**src/rtl/da_lut_engine.sv**
```systemverilog
// Bit-serial distributed-arithmetic inner product y = sum c_k*x_k, using a
// run-time writable partial-sum LUT addressed by one bit of every sample.
module da_lut_engine #(
  parameter  int N_TAPS = 4,
  parameter  int IN_W   = 12,
  parameter  int COEF_W = 16,
  localparam int ACC_W  = COEF_W + IN_W
) (
  input  logic                   clk,
  input  logic                   rst_n,
  input  logic                   en,
  input  logic                   cfg_we,
  input  logic [N_TAPS-1:0]      cfg_addr,
  input  logic [COEF_W-1:0]      cfg_data,
  output logic                   cfg_drop,
  input  logic                   in_valid,
  output logic                   in_ready,
  input  logic [N_TAPS*IN_W-1:0] x_in,
  output logic                   out_valid,
  input  logic                   out_ready,
  output logic [ACC_W-1:0]       y_out
);

  localparam int            BW    = (IN_W > 1) ? $clog2(IN_W) : 1;
  localparam logic [BW-1:0] B_TOP = BW'(IN_W - 1);
  localparam int            DEPTH = 2 ** N_TAPS;

  typedef enum logic [1:0] {IDLE, RUN, DONE} state_t;

  state_t                    state, state_nxt;
  logic [1:0]                rst_sync;
  logic                      rst_s_n;
  logic [BW-1:0]             bit_idx;
  logic                      accept;
  logic [N_TAPS-1:0]         lut_addr;
  logic signed [COEF_W-1:0]  lut [DEPTH];
  logic signed [ACC_W-1:0]   lut_ext;
  logic signed [ACC_W-1:0]   acc;
  logic [N_TAPS*IN_W-1:0]    x_sh;

  function automatic logic signed [ACC_W-1:0] sext_coef(input logic signed [COEF_W-1:0] v);
    return {{IN_W{v[COEF_W-1]}}, v};
  endfunction

  // Reset: asserts immediately, releases two clocks after rst_n rises
  always_ff @(posedge clk or negedge rst_n) begin
    if (!rst_n) rst_sync <= 2'b00;
    else        rst_sync <= {rst_sync[0], 1'b1};
  end
  assign rst_s_n = rst_sync[1];

  assign in_ready  = rst_s_n && (state == IDLE) && en;
  assign accept    = in_ready && in_valid;
  assign out_valid = (state == DONE);
  assign y_out     = (state == DONE) ? acc : '0;

  always_ff @(posedge clk or negedge rst_s_n) begin
    if (!rst_s_n) state <= IDLE;
    else          state <= state_nxt;
  end

  always_comb begin
    state_nxt = state;
    case (state)
      IDLE:    if (accept) state_nxt = RUN;
      RUN:     if (en && bit_idx == '0) state_nxt = DONE;
      DONE:    if (en && out_ready) state_nxt = IDLE;
      default: state_nxt = IDLE;
    endcase
  end

  always_ff @(posedge clk or negedge rst_s_n) begin
    if (!rst_s_n) begin
      bit_idx  <= '0;
      cfg_drop <= 1'b0;
    end else begin
      cfg_drop <= cfg_we && (state != IDLE);
      if (accept)                   bit_idx <= B_TOP;
      else if (state == RUN && en)  bit_idx <= bit_idx - BW'(1);
    end
  end

  always_ff @(posedge clk or negedge rst_s_n) begin
    if (!rst_s_n) begin
      for (int i = 0; i < DEPTH; i++) lut[i] <= '0;
    end else if (cfg_we && en && state == IDLE) begin
      lut[cfg_addr] <= cfg_data;
    end
  end

  // Address bit k is the current MSB of sample lane k
  always_comb begin
    lut_addr = '0;
    for (int k = 0; k < N_TAPS; k++) lut_addr[k] = x_sh[k*IN_W + IN_W - 1];
  end
  assign lut_ext = sext_coef(lut[lut_addr]);

  // Whole-vector shift: a lane's MSB only sees the neighbour's bits after
  // IN_W shifts, which is past the end of the run.
  always_ff @(posedge clk) begin
    if (accept) begin
      x_sh <= x_in;
      acc  <= '0;
    end else if (state == RUN && en) begin
      x_sh <= x_sh << 1;
      if (bit_idx == B_TOP) acc <= -lut_ext;
      else                  acc <= (acc <<< 1) + lut_ext;
    end
  end

endmodule

```
**config.mk**
```make
export PLATFORM = sky130hd
export DESIGN_NAME = da_lut_engine
export DESIGN_NICKNAME = d
export VERILOG_FILES = /design/src/rtl/da_lut_engine.sv
export SDC_FILE = /design/constraint.sdc
export NUM_CORES = 1
export LEC_CHECK = 0
export BUFFER_PORTS_ARGS = -buffer_cell sky130_fd_sc_hd__buf_2
export CORE_MARGIN = 3
export CORE_UTILIZATION = 52
export CTS_BUF_LIST = sky130_fd_sc_hd__clkbuf_4 sky130_fd_sc_hd__clkbuf_8
export CTS_CLUSTER_SIZE = 30
export DETAILED_ROUTE_END_ITERATION = 12
export PLACE_DENSITY = 0.7
export SLEW_MARGIN = 20
export SYNTH_ARGS = -nofsm -noshare
export SYNTH_HDL_FRONTEND = slang
export SYNTH_SLANG_ARGS = --single-unit
```
**constraint.sdc**
```tcl
create_clock -name clk -period 10.7 [get_ports clk]
set_input_delay 2.14 -clock clk [delete_from_list [all_inputs] [get_ports clk]]
set_output_delay 2.14 -clock clk [all_outputs]
set_load 0.005 [all_outputs]
```
==> results of run 1 <==
[power by group]
group / leakage, nW / internal [mW] / switching (mW)
combinational: 3.99 / 0.855 / 0.927
sequential: 4.20 / 1.72 / 0.205
clock: 0.679 / 0.720 / 0.519
[layer usage]
metal	global-route usage (%)	part of all wire, %	up-vias	wire [um]
li1	-	-	5059	-
met1	32.6	45	5667	17600
met2	37.8	47	310	18300
met3	4.24	6.2	75	2430
met4	6.26	2.1	4	825
met5	0	0.054	-	21
[kinds of logic (layout without fill, tap and decap cells)]
family / count (synthesis) / after routing / share of synthesized area (%)
muxes: 327 / 327 / 26.5
adders and majority gates: 31 / 31 / 2.36
xor gates and xnor gates: 33 / 33 / 1.72
DFF: 341 / 341 / 51.5
AOI/OAI and AO/OA: 162 / 162 / 6.41
buffers and inverters: 95 / 250 / 2.38
other: 1 / 1 / 0.0224
and+or+nand+nor: 334 / 334 / 9.16
[area by class of cell]
type | count | area [um^2] | area share [%]
Clock buffer | 97 | 1180 | 6.26
Clock inverter | 9 | 78.8 | 0.416
Inverter | 18 | 67.6 | 0.357
Multi-Input combinational cell | 888 | 7780 | 41.1
Sequential cell | 341 | 8640 | 45.6
Tap cell | 402 | 503 | 2.66
Timing Repair Buffer | 126 | 693 | 3.66
[path summary, 6_finish.rpt]
check	end	cells after the start
max	acc[26]	15
min reg2reg	lut[2]	0
max in group asynchronous	lut[163]	2
max reg2reg	acc[26]	15
min in group clk	rst_sync[1]	0
min	lut[2]	0
[synthesized netlist by cell type (9+ instances only)]
master    count
clkbuf_1     62
o21ai_0      44
a21oi_1      30
nor2b_1      19
mux4_2       68
edfxtp_1     48
a21o_1        9
xor2_1       13
nand3_1      13
nor3_1       14
nor2_1       40
and2_1       31
dfxtp_1      28
a22oi_1      23
dfrtp_1     265
mux2_2      256
ha_1         30
xnor2_1      20
nand2_1     188
inv_1        18
[registers in the layout (all words and copies together), names as in the netlist]
signal    cells
lut         256
x_sh         48
acc          28
bit_idx       4
rst_sync      2
state         2
cfg_drop      1
[stage by stage]
step                cells  utilization [%]  area [um^2]  setup WS, ns
global route         1881             59.7        18900          4.64
detailed placement   1775             55.7        17700          5.22
CTS                  1881             59.7        18900          5.17
finish               1881             59.7        18900          5.23
floorplan            1324                -        16800          1.72
global placement     1775             55.7        17700          5.27
[worst max-delay path: cells and delay by family, from the launching register on]
family / cells / cell delay (ns)
compound gates: 9 / 2.48
xor+xnor: 1 / 0.15
fa+ha+maj: 1 / 0.38
buf+inv: 3 / 1.38
flops: 1 / 0.32
mux: 1 / 0.58
==> impl_metrics.yaml, run 1 <==
clock_network:
  ctsResizeCount: 0
  cts_buffer_depth: 3
  numCtsBuffers: 57
  cts.sinks: 341
  clkLatencyLatePin_ns: 0.60
  cts-hold-fix-buffers: 0
  clkTransAtPathRegs_ns: 0.06
  h-tree-depth: 2
  root_buffer: "clkbuf_8"
  cts_setup_buffers: 0
  cts_tree: "yes"
timing:
  skew_ns: 0.0310
  fin_crit_sh_pct: 51.1
  worstMarginPinSlew_ns: 1.17
  max_slew_margin_pct: 21.7
  drv_slew: 0
  setup_viol: 0
  rsz0062_at_grt: "false"
  max_freq_ghz: 0.183
  setup_tns_ns: 0
  min_period_ns: 5.47
  finalHoldWorstSlack_ns: 0.330
  hold_viol: 0
finish:
  final_common_cell: "dfrtp_1"
  layout-drive-gt1-share_pct: 39.2
  final_cell_mix: "264 x dfrtp_1, 256 x mux2_2, 185 x nand2_1, 104 x buf_2, 73 x clkbuf_8"
  area_delta_synth_final_pct: 12.9
  antennaDiodeCount: 0
  fill_cells: 2578
  nets: 1537
logic_synthesis:
  yosys_warnings: 0
  netlist.area_leader.share_pct: 39.5
  yosys.area.top_type: "dfrtp_1"
  ys.flop_type: "dfrtp_1"
  syn-cell-area_mm2: 0.0168
  syn-num-nets: 1429
  synth_cell_types: 64
  async_flop_share_pct: 77.7
  synth_seq_cells: 341
  synth_cells: 1324
  yosysSeqAreaShare_pct: 51.5
  synth-edff-count: 48
  avgSynthCellArea_um2: 12.7
  yosys-top-cells-area: "dfrtp_1 40%, mux2_2 17%, mux4_2 9.1%, edfxtp_1 8.6%, nand2_1 4.2%"
worst_setup_path:
  startpoint: "x_sh[11]"
  critPathArrivalTime_ns: 5.93
  regToRegSetupSlack_ns: 5.23
  r2r-start: "x_sh[11]"
  cp_max_fo: 34
  slowest_delay_ns: 0.67
  worst-setup-path-type: "flop to flop"
  slowest_stage: "buf_4"
  crit_required_ns: 11.16
  crit_chain: "buf_4, buf_4, mux4_2, a22o_1, a221oi_1, inv_1, ha_1, o211ai_1, o211ai_1, a221oi_1, o32ai_1, o22a_1, a41oi_1, xnor2_1, o2bb2ai_1"
  crit_path_end_kind: "flop"
  cp-start-kind: "flop"
floorplan:
  start_util_pct: 52.9
  pin_count: 105
  die_h_um: 186
  num_rows: 65
  core_mm2: 0.0317
  die_x_um: 186
  die_area_mm2: 0.0345
global_route:
  antenna_found_initial: 2
  track_usage_pct: 23.2
  grt_pass1_wl_mm: 62.2
  grt_max_degree: 83
  grt_pass1_vias: 11400
  grt-ovfl-total: 0
pwr:
  finalPower_mw: 4.95
  irDropWorstVdd_mv: 0.0919
  power_leakage_nw: 8.87
  power.density_mw_per_mm2: 261
worst_hold_path:
  worst_hold_path_type: "flop to async pin"
run_status:
  outcome: "completed"
route:
  drt_wl_total_mm: 39.2
  wl_per_cell_um: 20.9
  remaining_drc_errors: 0
  dr.pass1.iters: 5
  drtIter0Drc: 803
  ant_nets: 0
  vias_per_cell: 5.91
  vias: 11100
placement:
  place_congestion: 0.882
  dp_hpwl_mm: 24.4
  port_buffers: 104
run:
  drv_cap: 0
(Power assumes the default switching activity.)
==> run 2: changes to the inputs <==
==> constraint.sdc (replaced) <==
create_clock -name clk -period 5.6 [get_ports clk]
set_input_delay 1.12 -clock clk [delete_from_list [all_inputs] [get_ports clk]]
set_output_delay 1.12 -clock clk [all_outputs]
set_load 0.005 [all_outputs]
==> run 2 against run 1 <==
- non-clock buffer count increased by 7
- critical path type unchanged
- clock power increased by 77%
- final area decreased by 0.31%
- worst setup slack got worse by 4.4 ns
- sequential power increased by 92%
- total power increased by 89%
- global-route usage increased by 0.39 points
- flip-flop and latch count unchanged
==> impl_metrics.yaml, run 2 (synthesized netlist as in run 1, its figures left out) <==
timing:
  fin_ws_ns: 0.868
  setup_viol: 0
  hold_viol: 0
  skew_ns: 0.0175
  worstMarginPinSlew_ns: 1.18
  rsz0062_at_grt: "false"
  drv_slew: 0
  finalHoldWorstSlack_ns: 0.261
  setup_tns_ns: 0
  min_period_ns: 4.73
  fin_crit_sh_pct: 84.5
  max_freq_ghz: 0.211
  max_slew_margin_pct: 20.9
pwr:
  finalPower_mw: 9.37
  power.density_mw_per_mm2: 496
  p_comb_share_pct: 37.1
  p_switching_mw: 3.19
  internal_power_mw: 6.18
  p_seq_share_pct: 39.6
  clockPowerShare_pct: 23.4
  irDropWorstVdd_mv: 0.196
  power_leakage_nw: 8.84
  p_sw_share_pct: 34.0
worst_setup_path:
  worst-setup-path-type: "flop to flop"
  crit_chain: "buf_4, mux4_2, mux4_2, ha_1, o211ai_1, o211ai_1, a221oi_1, o32ai_1, o22a_1, a41oi_1, xnor2_1, o2bb2ai_1"
  critPathArrivalTime_ns: 5.19
  slowest_stage: "buf_4"
  cp_max_fo: 41
  cp-start-kind: "flop"
  crit_path_end_kind: "flop"
  slowest_delay_ns: 0.66
  crit_required_ns: 6.06
clock_network:
  cts_setup_buffers: 0
  clkLatencyLatePin_ns: 0.59
  cts_buffer_depth: 3
  cts_tree: "yes"
  cts.sinks: 341
  ctsResizeCount: 0
  h-tree-depth: 2
  clkTransAtPathRegs_ns: 0.07
  root_buffer: "clkbuf_8"
  cts-hold-fix-buffers: 0
  numCtsBuffers: 55
finish:
  final_cell_mix: "264 x dfrtp_1, 256 x mux2_2, 185 x nand2_1, 104 x buf_2, 68 x mux4_2"
  largest_reg_flops: 256
  layout-drive-gt1-share_pct: 39.1
  fin_util_pct: 59.5
  area_delta_synth_final_pct: 12.6
  final_common_cell: "dfrtp_1"
  top_regs: "lut (256), x_sh (48), acc (28)"
  registers.top_by_ff_count: "lut"
  design_area_mm2: 0.0189
  nets: 1542
  final_cells: 1882
route:
  wl_per_cell_um: 21.3
  remaining_drc_errors: 0
  dr.pass1.iters: 5
  vias: 11100
  drtIter0Drc: 717
  ant_nets: 0
  vias_per_cell: 5.92
  drt_wl_total_mm: 40.1
floorplan:
  die_h_um: 186
  start_util_pct: 52.9
  pin_count: 105
  num_rows: 65
  die_area_mm2: 0.0345
  core_mm2: 0.0317
  die_x_um: 186
worst_hold_path:
  worst_hold_path_type: "flop to async pin"
placement:
  pre_cts_ws_ns: 0.877
  place_congestion: 0.842
  dp_hpwl_mm: 26.2
  dp.cells: 1782
  post_dp_cell_area_mm2: 0.0177
  port_buffers: 104
global_route:
  grt_pass1_wl_mm: 63.3
  grt-ovfl-total: 0
  track_usage_pct: 23.6
  grt_max_degree: 179
  grt_pass1_vias: 11400
  antenna_found_initial: 1
run_status:
  outcome: "completed"
run:
  drv_cap: 0
## run 2: cell count changes in the layout (fill, tap and decap cells not counted), sizes merged
cell,delta
bufinv,-1
clkinv,+1
inv,-1
diode,+1
buf,+7
clkbuf,-6
## run 2: power by group through the flow
stage	combinational (mW)	clock (mW)	sequential, mW
2_1_floorplan	2.73	0	3.59
3_3_place_gp	3.39	0	3.71
3_5_place_dp	3.45	0	3.74
4_1_cts	3.47	2.24	3.70
5_1_grt	3.82	2.36	3.79
6_report	3.47	2.19	3.71
## run 2: path summary, 6_finish.rpt
path | slack (ns) | startpoint | to | cells past startpoint
min in group clk | 0.35 | rst_sync[0] | rst_sync[1] | 0
max | 0.87 | x_sh[11] | acc[26] | 12
min reg2reg | 0.26 | rst_sync[1] | lut[230] | 0
max in group asynchronous | 3.35 | rst_sync[1] | lut[121] | 2
min | 0.26 | rst_sync[1] | lut[230] | 0
max reg2reg | 0.87 | x_sh[11] | acc[26] | 12
## run 2: area by class of cell
class	instances	area, um^2
tap	402	503
timing repair buffer	133	751
fill	2586	12800
clock inverter	8	41.3
inverter	18	68.8
antenna	1	2.50
sequential	341	8640
clock buffer	91	1100
multi-input combinational	888	7780
## run 2: layer usage
| metal | track usage [%] | up-vias | part of all wire (%) | wire (um) |
|---|---|---|---|---|
| met3 | 4.81 | 67 | 6.6 | 2660 |
| li1 | - | 5073 | - | - |
| met4 | 6.08 | 2 | 1.8 | 739 |
| met1 | 33.3 | 5651 | 45 | 18000 |
| met5 | 0 | - | 0.032 | 13 |
| met2 | 37.9 | 341 | 47 | 18700 |
## run 2: worst max-delay path, delay by kind of cell (launching register included)
| family | cells | cell delay (ns) |
|---|---|---|
| xor gates and xnor gates | 1 | 0.15 |
| DFF | 1 | 0.38 |
| muxes | 2 | 1.15 |
| buffers and inverters | 1 | 0.66 |
| AOI/OAI and AO/OA | 7 | 1.86 |
| adders and majority gates | 1 | 0.37 |
==> run 3: changes to the inputs <==
--- a/config.mk
+++ b/config.mk
@@ -11,7 +11,7 @@
 export CTS_BUF_LIST = sky130_fd_sc_hd__clkbuf_4 sky130_fd_sc_hd__clkbuf_8
 export CTS_CLUSTER_SIZE = 30
 export DETAILED_ROUTE_END_ITERATION = 12
-export PLACE_DENSITY = 0.7
+export PLACE_DENSITY = 0.73
 export SLEW_MARGIN = 20
 export SYNTH_ARGS = -nofsm -noshare
 export SYNTH_HDL_FRONTEND = slang
==> constraint.sdc (replaced) <==
create_clock -name clk -period 4.34 [get_ports clk]
set_input_delay 0.868 -clock clk [delete_from_list [all_inputs] [get_ports clk]]
set_output_delay 0.868 -clock clk [all_outputs]
set_load 0.005 [all_outputs]
==> run 3 against run 2 <==
- clock skew up 0.0085 ns
- non-clock buffer count up 25
- clock-buffer cell count up 1
- cell count up 1.3%
- flip-flop and latch count unchanged
- maximum frequency up 14%
- highest routed layer is now met4
- clock power up 34%
- combinational power up 35%
- via count up 1.1%
==> impl_metrics.yaml, run 3 (synthesized netlist as in run 1, its figures left out) <==
finish:
  design_area_mm2: 0.0193
  nets: 1568
  fill_cells: 2440
  area_delta_synth_final_pct: 15.0
  top_regs: "lut (256), x_sh (48), acc (28)"
  final_common_cell: "dfrtp_1"
  final_cells: 1907
  layout-drive-gt1-share_pct: 41.8
  registers.top_by_ff_count: "lut"
  final_cell_mix: "264 x dfrtp_1, 256 x mux2_2, 182 x nand2_1, 104 x buf_2, 75 x clkbuf_8"
  largest_reg_flops: 256
global_route:
  antenna_found_initial: 1
  grt_pass1_vias: 11400
  grt_pass1_wl_mm: 63.3
  track_usage_pct: 23.6
  top_usage_layer: "met2"
  grt_max_degree: 177
  grt-ovfl-total: 0
  met1_usage_pct: 33.9
  grtUsageMet3_pct: 5.26
  met2_usage_pct: 36.9
floorplan:
  die_h_um: 186
  die_area_mm2: 0.0345
  start_util_pct: 52.9
  die_x_um: 186
  num_rows: 65
  pin_count: 105
  core_mm2: 0.0317
worst_setup_path:
  slowest_stage: "mux4_2"
  cp-start-kind: "flop"
  crit_family: "compound AO/OA/AOI/OAI gates"
  critPathArrivalTime_ns: 4.60
  regToRegSetupSlack_ns: 0.20
  cpMostUsedCell: "mux4_2"
  r2r_cells: 13
  crit_path_end_kind: "flop"
  cp_max_fo: 13
  r2r-end: "acc[27]"
  crit_chain: "buf_12, buf_4, mux4_2, mux4_2, ha_1, nor2b_1, o31ai_2, a31oi_2, o31a_1, a2111o_1, a41oi_2, mux2i_1, nand2_1"
  path_buf_inv: 2
  crit_required_ns: 4.80
  r2r-start: "x_sh[11]"
  slowest_delay_ns: 0.54
  worst-setup-path-type: "flop to flop"
timing:
  max_freq_ghz: 0.242
  worstMarginPinSlew_ns: 1.22
  drv_slew: 0
  fin_ws_ns: 0.200
  min_period_ns: 4.14
  fin_crit_sh_pct: 95.4
  finalHoldWorstSlack_ns: 0.0571
  skew_ns: 0.0260
  hold_viol: 0
  setup_viol: 0
  max_slew_margin_pct: 18.7
pwr:
  p_seq_share_pct: 38.4
  p_comb_share_pct: 37.9
  internal_power_mw: 8.21
  power_leakage_nw: 9.02
  clockPowerShare_pct: 23.7
  p_sw_share_pct: 33.9
  power.density_mw_per_mm2: 643
  irDropWorstVdd_mv: 0.276
  p_switching_mw: 4.20
worst_hold_path:
  worst_hold_path_type: "input pin to async pin"
placement:
  post_dp_cell_area_mm2: 0.0179
  port_buffers: 104
  dp_hpwl_mm: 25.2
  place_congestion: 0.933
  pre_cts_ws_ns: 0.0191
  dp.cells: 1795
route:
  dr.pass1.iters: 5
  vias_per_cell: 5.90
  ant_nets: 0
  vias: 11300
  remaining_drc_errors: 0
  wl_per_cell_um: 21.1
  drtIter0Drc: 882
  drt_wl_total_mm: 40.2
clock_network:
  numCtsBuffers: 56
  clkLatencyLatePin_ns: 0.59
  cts_buffer_depth: 3
  root_buffer: "clkbuf_8"
  h-tree-depth: 2
  clkTransAtPathRegs_ns: 0.06
  cts_tree: "yes"
  cts.sinks: 341
  cts-hold-fix-buffers: 0
run_status:
  outcome: "completed"
run:
  drv_cap: 0
[run 3: per-stage QoR]
step / total power, mW / setup TNS, ns / util (%)
2_1_floorplan: 8.15 / 0 / -
3_3_place_gp: 9.16 / 0 / 56.4
3_5_place_dp: 9.31 / 0 / 56.4
4_1_cts: 12.3 / 0 / 60.2
5_1_grt: 13.2 / -0.0114 / 60.8
6_report: 12.4 / 0 / 60.8
[run 3: layout make-up]
type / instances / area, um^2 / area share (%)
flip-flops and latches: 341 / 8640 / 44.8
multi-input cells: 888 / 7870 / 40.8
well taps: 402 / 503 / 2.61
clock buffers: 92 / 1160 / 6.01
diodes: 1 / 2.50 / 0.0130
repair buffers: 158 / 1000 / 5.19
inverters: 18 / 71.3 / 0.370
clock inverters: 7 / 46.3 / 0.240
[run 3: worst max-delay path by stage]
stage | startpoint | end | slack [ns] | depth (start not counted)
after floorplan | x_sh[35] | acc[27] | 0.04 | 15
after global placement | x_sh[11] | acc[22] | 0.06 | 14
after detailed placement | x_sh[11] | acc[22] | 0.02 | 17
after CTS | x_sh[11] | acc[27] | 0.03 | 16
after global routing | x_sh[11] | acc[27] | -0.01 | 13
final | x_sh[11] | acc[27] | 0.20 | 13
[run 3: timing repair]
action | in CTS | in global routing
pin swaps | 0 | 4
endpoints found under the setup margin | 2 | 9
gates resized for setup | 1 | 19
setup buffers | 0 | 12
[run 3: power by group through the flow]
stage	Combinational [mW]	Clock (mW)	Sequential, mW
after global placement	4.40	0	4.77
after detailed placement	4.50	0	4.81
final	4.70	2.94	4.77
after global routing	5.17	3.17	4.87
after CTS	4.53	3.01	4.76
after floorplan	3.52	0	4.63
[run 3: routing by layer]
layer	wire (um)	part of all wire, %
met5	0	0
met4	831	2.1
met3	2750	6.8
met2	18400	46
met1	18200	45
